**config.mk**
```make
export PLATFORM = sky130hd
export DESIGN_NAME = branch_resolve_unit
export DESIGN_NICKNAME = d
export VERILOG_FILES = /design/src/rtl/branch_resolve_unit.sv
export SDC_FILE = /design/constraint.sdc
export NUM_CORES = 1
export LEC_CHECK = 0
export BUFFER_PORTS_ARGS = -buffer_cell sky130_fd_sc_hd__buf_2
export CAP_MARGIN = 25
export CORE_AREA = 3 3 181 183
export CTS_BUF_LIST = sky130_fd_sc_hd__clkbuf_4 sky130_fd_sc_hd__clkbuf_8
export CTS_CLUSTER_DIAMETER = 150
export DETAILED_ROUTE_END_ITERATION = 16
export DIE_AREA = 0 0 184 186
export MAX_ROUTING_LAYER = met4
export PLACE_DENSITY = 0.65
export RECOVER_POWER = 100
export SYNTH_ARGS = -nofsm -noshare
export SYNTH_HDL_FRONTEND = slang
export SYNTH_SLANG_ARGS = --single-unit
```
**constraint.sdc**
```tcl
create_clock -name clk_i -period 8.66 [get_ports clk_i]
set_input_delay 0.433 -clock clk_i [delete_from_list [all_inputs] [get_ports clk_i]]
set_output_delay 0.433 -clock clk_i [all_outputs]
set_load 0.05 [all_outputs]
```
**src/rtl/branch_resolve_unit.sv**
```systemverilog
// Branch resolution with a 1-cycle registered result and a 2-bit counter BHT for fetch prediction.
// Optional BRANCH_STATS_EN adds resolved-branch and mispredict counters.
module branch_resolve_unit #(
   parameter int unsigned XLEN        = 32,
   parameter int unsigned BHT_ENTRIES = 64,
   parameter logic [1:0]  BHT_RESET   = 2'b01
) (
   input  logic            clk_i,
   input  logic            rst_i,
   input  logic [XLEN-1:0] pred_pc_i,
   output logic            pred_taken_o,
   input  logic            res_valid_i,
   input  logic [2:0]      op_i,
   input  logic [XLEN-1:0] rs1_data_i,
   input  logic [XLEN-1:0] rs2_data_i,
   input  logic [XLEN-1:0] pc_i,
   input  logic [XLEN-1:0] imm_i,
   input  logic            pred_taken_i,
   input  logic            flush_i,
   output logic            res_valid_o,
   output logic            taken_o,
   output logic [XLEN-1:0] target_o,
   output logic [XLEN-1:0] redirect_pc_o,
   output logic            mispredict_o
`ifdef BRANCH_STATS_EN
   ,
   output logic [31:0]     stat_branches_o,
   output logic [31:0]     stat_mispred_o
`endif
);

   localparam int unsigned IDX_W = $clog2(BHT_ENTRIES);

   localparam logic [2:0] OP_BEQ  = 3'd0;
   localparam logic [2:0] OP_BNE  = 3'd1;
   localparam logic [2:0] OP_BLT  = 3'd4;
   localparam logic [2:0] OP_BGE  = 3'd5;
   localparam logic [2:0] OP_BLTU = 3'd6;
   localparam logic [2:0] OP_BGEU = 3'd7;

   logic [1:0]      r_bht [BHT_ENTRIES];

   logic            r_valid;
   logic            r_taken;
   logic [XLEN-1:0] r_target;
   logic [XLEN-1:0] r_redirect;
   logic            r_mispred;

   logic [IDX_W-1:0] w_pred_idx;
   logic [IDX_W-1:0] w_res_idx;
   logic             w_eq;
   logic             w_lt;
   logic             w_ltu;
   logic             w_taken;
   logic             w_op_valid;
   logic             w_accept;
   logic [XLEN-1:0]  w_target;
   logic [XLEN-1:0]  w_fall;
   logic [1:0]       w_ctr;
   logic [1:0]       w_ctr_next;
   logic             w_unused;

   // Index drops the byte-offset bits; upper PC bits alias into the table.
   assign w_pred_idx = pred_pc_i[IDX_W+1:2];
   assign w_res_idx  = pc_i[IDX_W+1:2];
   assign w_unused   = ^{pred_pc_i, pc_i};

   assign pred_taken_o = r_bht[w_pred_idx][1];

   assign w_eq     = (rs1_data_i == rs2_data_i);
   assign w_lt     = ($signed(rs1_data_i) < $signed(rs2_data_i));
   assign w_ltu    = (rs1_data_i < rs2_data_i);
   assign w_target = pc_i + imm_i;
   assign w_fall   = pc_i + XLEN'(4);
   assign w_accept = res_valid_i & ~flush_i;

   // Direction decode; unknown encodings resolve not-taken and skip training.
   always_comb begin
      w_taken    = 1'b0;
      w_op_valid = 1'b1;
      case (op_i)
         OP_BEQ:  w_taken = w_eq;
         OP_BNE:  w_taken = ~w_eq;
         OP_BLT:  w_taken = w_lt;
         OP_BGE:  w_taken = ~w_lt;
         OP_BLTU: w_taken = w_ltu;
         OP_BGEU: w_taken = ~w_ltu;
         default: w_op_valid = 1'b0;
      endcase
   end

   // Saturating counter step for the entry being trained.
   always_comb begin
      w_ctr      = r_bht[w_res_idx];
      w_ctr_next = w_ctr;
      if (w_taken) begin
         if (w_ctr != 2'b11) w_ctr_next = w_ctr + 2'd1;
      end else begin
         if (w_ctr != 2'b00) w_ctr_next = w_ctr - 2'd1;
      end
   end

   always_ff @(posedge clk_i or posedge rst_i) begin
      if (rst_i) begin
         for (int i = 0; i < int'(BHT_ENTRIES); i++) r_bht[i] <= BHT_RESET;
      end else if (w_accept && w_op_valid) begin
         r_bht[w_res_idx] <= w_ctr_next;
      end
   end

   // Result register; data fields hold while no new result is accepted.
   always_ff @(posedge clk_i or posedge rst_i) begin
      if (rst_i) begin
         r_valid    <= 1'b0;
         r_taken    <= 1'b0;
         r_target   <= '0;
         r_redirect <= '0;
         r_mispred  <= 1'b0;
      end else begin
         r_valid   <= w_accept;
         r_mispred <= w_accept & (w_taken != pred_taken_i);
         if (w_accept) begin
            r_taken    <= w_taken;
            r_target   <= w_target;
            r_redirect <= w_taken ? w_target : w_fall;
         end
      end
   end

   assign res_valid_o   = r_valid;
   assign taken_o       = r_taken;
   assign target_o      = r_target;
   assign redirect_pc_o = r_redirect;
   assign mispredict_o  = r_mispred;

`ifdef BRANCH_STATS_EN
   logic [31:0] r_stat_br;
   logic [31:0] r_stat_mis;

   // Counts each presented result once, on the edge it is sampled.
   always_ff @(posedge clk_i or posedge rst_i) begin
      if (rst_i) begin
         r_stat_br  <= '0;
         r_stat_mis <= '0;
      end else begin
         if (r_valid)   r_stat_br  <= r_stat_br + 32'd1;
         if (r_mispred) r_stat_mis <= r_stat_mis + 32'd1;
      end
   end

   assign stat_branches_o = r_stat_br;
   assign stat_mispred_o  = r_stat_mis;
`endif

endmodule
```
Word level (Yosys, flattened, before mapping)
Cells that the tools add are included.
W data, S select, Z words.

storage, ports and cells
  bits in registers = 195
  input bits = 168
  output and inout bits = 68
  logic and storage cells = 114

operators by class
  add/sub/neg operators = 4
  $lt $le $gt $ge = 5
  eq/ne operators = 8
  mux-type cells = 15
  bitwise gates (word level) = 8
  reductions and logical operators = 5

operators by type and width
  operator                 number
  $bwmux W128              1
  $lt A32 B32 Y1           2
  $add A32 B3 Y32 const B  1
  $add A32 B32 Y32         1
  $eq A32 B32 Y1           1
  $mux W32                 1
  $bmux W2 S6              2
  $mux W2                  8
  $ge A7 B7 Y1 const B     2
  $not A6 Y7               2
  $demux W2 S6             1
  $eq A3 B3 Y1 const B     4
  $lt A7 B1 Y1 const B     1
  $pmux W1 S6              1
  $reduce_or A6 Y1         1
  $not A1 Y1               4
  $eq A3 B1 Y1 const B     1
  $logic_not A3 Y1         1
  $add A2 B1 Y2 const B    1
  $and A1 B1 Y1            2
  $logic_and A1 B1 Y1      2
  $ne A2 B2 Y1 const B     1
  $reduce_bool A2 Y1       1
  $sub A2 B1 Y2 const B    1
  other kinds (2)          2

Logic depth before layout (Yosys ltp)
  depth in word-level cells = 8
  gate-level depth with buffers = 13
  depth with buffers taken out = 12

Worst setup path before layout
No wires, ideal clock.

  path type = input -> output
  start = input port pred_pc_i[2]
  end = output port pred_taken_o
  arrival = 3.004 ns
  required time = 8.227 ns
  setup slack = 5.223 ns
  stages on the path = 5
  path buffers = 2
  path through = clkbuf_1 buf_1 mux4_2 mux4_2 mux4_2

between the ends
  longest elaborated chain between the ends = 4

RTL lines
  what                                         RTL line  source
  start: declaration                           10        input logic [XLEN-1:0] pred_pc_i,
  $not A6 Y7 (implied by the code)             68        assign pred_taken_o = r_bht[w_pred_idx][1];
  $bmux W2 S6                                  68
  $mux W2 (implied by the code) (2 in series)  68
  end: declaration                             11        output logic pred_taken_o,

No other way between the ends. The select of a mux whose other input is x is not followed.

Worst setup path after layout
  start = input port pc_i[4]
  end = register r_bht[46] (netlist name)

between the ends
  longest elaborated chain between the ends = 8

RTL lines
  what                                         RTL line  source
  start: declaration                           16        input logic [XLEN-1:0] pc_i,
  $not A6 Y7 (implied by the code) (*)         94, 107
  $bmux W2 S6                                  94        w_ctr = r_bht[w_res_idx];
  $mux W2 (implied by the code) (2 in series)  94
  $sub A2 B1 Y2, or another cell as far along  99        if (w_ctr != 2'b00) w_ctr_next = w_ctr - 2'd1;
  $mux W2 (on tied branches)                   99, 97
  $mux W2                                      96        if (w_taken) begin
  $bwmux W128 (*)                              107       r_bht[w_res_idx] <= w_ctr_next;
  end signal: indexed assignment               107
  end: declaration                             41        logic [1:0] r_bht [BHT_ENTRIES];

Every way passes the cells marked *; elsewhere a longest branch is shown, timed or not. The select of a mux whose other input is x is not followed.
A chain may end at the register's enable or synchronous reset.

==> results list <==
- In this run the remaining antenna-violating nets after routing total 0.
- Clk_skew: 0.0282 ns
- The first global-routing pass estimated 56,700 µm of wire.
- In the synthesized netlist the async set-or-reset flop fraction comes to 100%.
* Sum of routed wire segments on met1: 16,300 µm
- Uppermost routed layer: met4
- Entering global routing, the biggest net connects 129 pins.
- The run finished, with violations left.
- Violated checks: max-capacitance violations, max-slew violations
- Data required time at the worst endpoint: 9.02 ns
* Vertical die dimension: 186 µm
- Number of warnings issued by yosys: 0
- The layout has about 3,200 filler cells.
- The count of pins over their slew limit is around 420.
- Hpwl dp: 25,200 µm
- Of the available clock period, the critical path in the final layout requires 57.2%.
* Antenna violations before repair: 1
- Quantity of hold-fixing buffers added after cts: 0
* Power per unit of standard cell area: 179 mW/mm²
* Overall Global Routing Usage: between 20% and 30%
- Library cell with the largest summed area after synthesis: dfrtp_1
* Share of power burned in combinational logic: 30.7%
* # clock sinks: 195
- Standard-cell row count: 65
* Crit. End Element: flip-flop
* Worst-margin pin slew: about 5.7 ns
* Sequential power share: 42.9%
- Net switching share of the total power: between 40% and 50%
- After global routing the overflow that remains totals 0.
- Setup repair after global routing left no endpoint under its margin.
- By instance count, the leading cell after synthesis is nand2_1.
* Worst slew margin relative to its limit: -279%
- Synthesis produced a netlist with a net count of 1,569.
- The internal power of the cells totals 1.46 mW.
- Share of total power in the clock network: 26.4%
* Sequential cell area fraction in the yosys report: 39.9%
- At the end of the flow, the number of nets in the layout was between 1,500 and 2,000.
* Clock slew seen by the registers of the worst setup and hold paths: about 0.14 ns
* Area used by multi-input combinational logic: 0.00680 mm²
* Net switching power: 1.03 mW
- Area taken by flip-flops and latches: between 0.004 and 0.005 mm²
- By area the synthesized netlist is led by dfrtp_1 26%, dfstp_2 14%, nand2_1 9.1%, mux4_2 6.5%, ha_1 6.4%.
- Max Clock Freq: 202 MHz
* Worst slack after detailed placement: 4.39 ns
* GP Congestion: between 0.9 and 1
* Worst Path Arrival: between 5 and 6 ns
- Worst Setup Start Kind: primary input
- The number of global-route vias before repair was between 10,000 and 15,000.
- Once the floorplan was initialized, standard cells occupied roughly two fifths of the core.
* Cell count after synthesis: 1,336
* Number of setup violations in the final report: 0
- The tightest min-delay check is of the primary input to flip-flop type.
- Yosys cell types: slightly below 80
* Setup ws final: between 3 and 4 ns
- Clock latency on the worst-skew pair, taken at its later pin, is around 0.50 ns.
- Dominant synthesized flop cell: dfrtp_1
- DRC: 0
- The synthesized design contains 0 enable-type register cells.
* Average via count per standard cell: roughly 5.5
- The first detailed-routing pass ran for 5 iterations.
- The final layout contains routed wiring with a total length of 35,800 µm.
* Maximum fanout count along the critical path: 64
- Root buf cell: clkbuf_8
* TritonCTS Buffers: 17
- Mean area per synthesized cell: 9.30 µm²
- Summing every instance area after synthesis gives approximately 0.012 mm².
- Static Leak: 5.97 nW
- Floorplan Core Area: between 0.03 and 0.04 mm²
* Worst ir drop on vdd: ~0.087 mV
- The detailed router finished its first iteration with 906 violations.
* Met3 wire len: 2250 µm
- The final number of hold-violating endpoints was 0.
- Summed over all failing endpoints, the final setup total negative slack is 0 ns.
* Detailed-route wire length per cell: about 19 µm
* Share of the synthesized area in the top cell type: 26.4%
- Die width: 184 µm
- Post-layout min period: 4.95 ns
- After clock tree synthesis, the repair step resized 0 gates.
- The routed layout has 10,600 vias.
- Post-CTS Setup Inserts: 0
- Signed area change from the synthesized netlist to the final layout: 12.1%
- CTS built an H-tree with a depth of 4.
- TritonCTS built the clock tree.
* I/O pin cnt: 236
* Number of buffers on the longest clock path: 2
* # Max-Cap Violations: 6
- Detail Route met2 WL: 16,900 µm
* Commonest cells in the netlist: 302 x nand2_1, 131 x dfrtp_1, 114 x o21ai_1, 64 x dfstp_2, 64 x ha_1
* IO buf count: approximately 210
- The critical path is of the primary input to flip-flop type.
- Share of cells above drive strength 1: 19.9%
- Synthesis inferred 195 register bits.
- Overall die area: 0.0342 mm²
final cells by class:
type	instances	share of cell area, %
Inverter	51	1.38
Tap cell	402	3.61
Antenna cell	1	0.0180
Clock inverter	15	1.52
Sequential cell	195	35.6
Timing Repair Buffer	217	7.31
Clock buffer	17	1.68
Multi-Input combinational cell	1026	48.8
worst paths after layout:
kind | start | end | slack, ns | cells after the start
setup / recovery | pc_i[4] | r_bht[46]$_DFFE_PP1P_ | 3.71 | 11
hold / removal | pc_i[0] | redirect_pc_o[0]$_DFFE_PP0P_ | 0.18 | 3
setup reg to reg | r_bht[37]$_DFFE_PP0P_ | r_bht[23]$_DFFE_PP0P_ | 4.37 | 8
hold reg to reg | r_bht[56]$_DFFE_PP1P_ | r_bht[56]$_DFFE_PP1P_ | 0.47 | 2
max in group asynchronous | rst_i | target_o[21]$_DFFE_PP0P_ | 4.34 | 3
min in group asynchronous | rst_i | r_bht[63]$_DFFE_PP0P_ | 1.69 | 2
registers in the layout, summed over array words and instances (netlist names):
register,count
res_valid_o,1
r_bht,128
target_o,32
mispredict_o,1
redirect_pc_o,32
taken_o,1
metal layers:
layer,track usage [%],vias to the layer above
li1,-,5128
met1,28.8,5136
met2,34.6,339
met3,3.15,30
met4,4.29,0
met5,-,-
power by group through the flow:
stage / combinational (mW) / clock, mW / sequential (mW)
5_1_grt: 0.832 / 0.704 / 1.08
3_5_place_dp: 0.801 / 0 / 1.08
4_1_cts: 0.802 / 0.673 / 1.07
3_3_place_gp: 0.791 / 0 / 1.08
6_report: 0.767 / 0.658 / 1.07
2_1_floorplan: 0.364 / 0 / 1.31
placed cells by master (no fill, tap or decap), types with 7 or more instances in the layout:
| master | instances |
|---|---|
| nand2_1 | 302 |
| o21ai_0 | 166 |
| buf_2 | 141 |
| dfrtp_1 | 131 |
| clkbuf_1 | 69 |
| ha_1 | 64 |
| dfstp_2 | 64 |
| nor2_1 | 58 |
| inv_1 | 50 |
| a21oi_1 | 40 |
| xnor2_1 | 36 |
| mux4_2 | 36 |
| nor3_1 | 27 |
| a21o_1 | 26 |
| nand3_1 | 25 |
| xor2_1 | 21 |
| a221o_1 | 18 |
| clkbuf_8 | 17 |
| o211ai_1 | 16 |
| a31oi_1 | 16 |
| nor2b_1 | 14 |
| nand4_1 | 14 |
| mux2i_1 | 14 |
| a221oi_1 | 11 |
| and3_1 | 11 |
| mux2_2 | 10 |
| o21bai_1 | 7 |
| a22oi_1 | 7 |
through the flow:
step	power, mW	cell area (µm²)	hold WS (ns)	util [%]	cells
4_1_cts	2.54	14100	0.135	44.9	1922
3_5_place_dp	1.88	13700	0.454	43.5	1890
3_3_place_gp	1.87	13700	0.450	43.5	1890
2_1_floorplan	1.67	12400	0.440	-	1336
6_report	2.50	13900	0.179	44.3	1924
5_1_grt	2.62	13900	0.177	44.3	1924
kinds of logic after synthesis:
kind of cell / Yosys count / share of synthesized area [%]
compound gates: 358 / 19.0
xor+xnor: 58 / 4.15
fa+ha+maj: 67 / 6.83
buf+inv: 115 / 4.64
flops: 195 / 39.9
mux: 60 / 8.56
simple gates: 483 / 16.9
worst max-delay path: stages:
cell and delay (ns):
buf_2 0.07, buf_4 0.50, nor2b_1 0.69, and2_0 0.75, a221o_1 0.27, a21oi_1 0.04, o21ai_0 0.12, a31oi_1 0.14
mux2i_1 0.18, maj3_1 1.71, o21ai_0 0.37
Note: power is estimated with default switching activity, not from simulation.
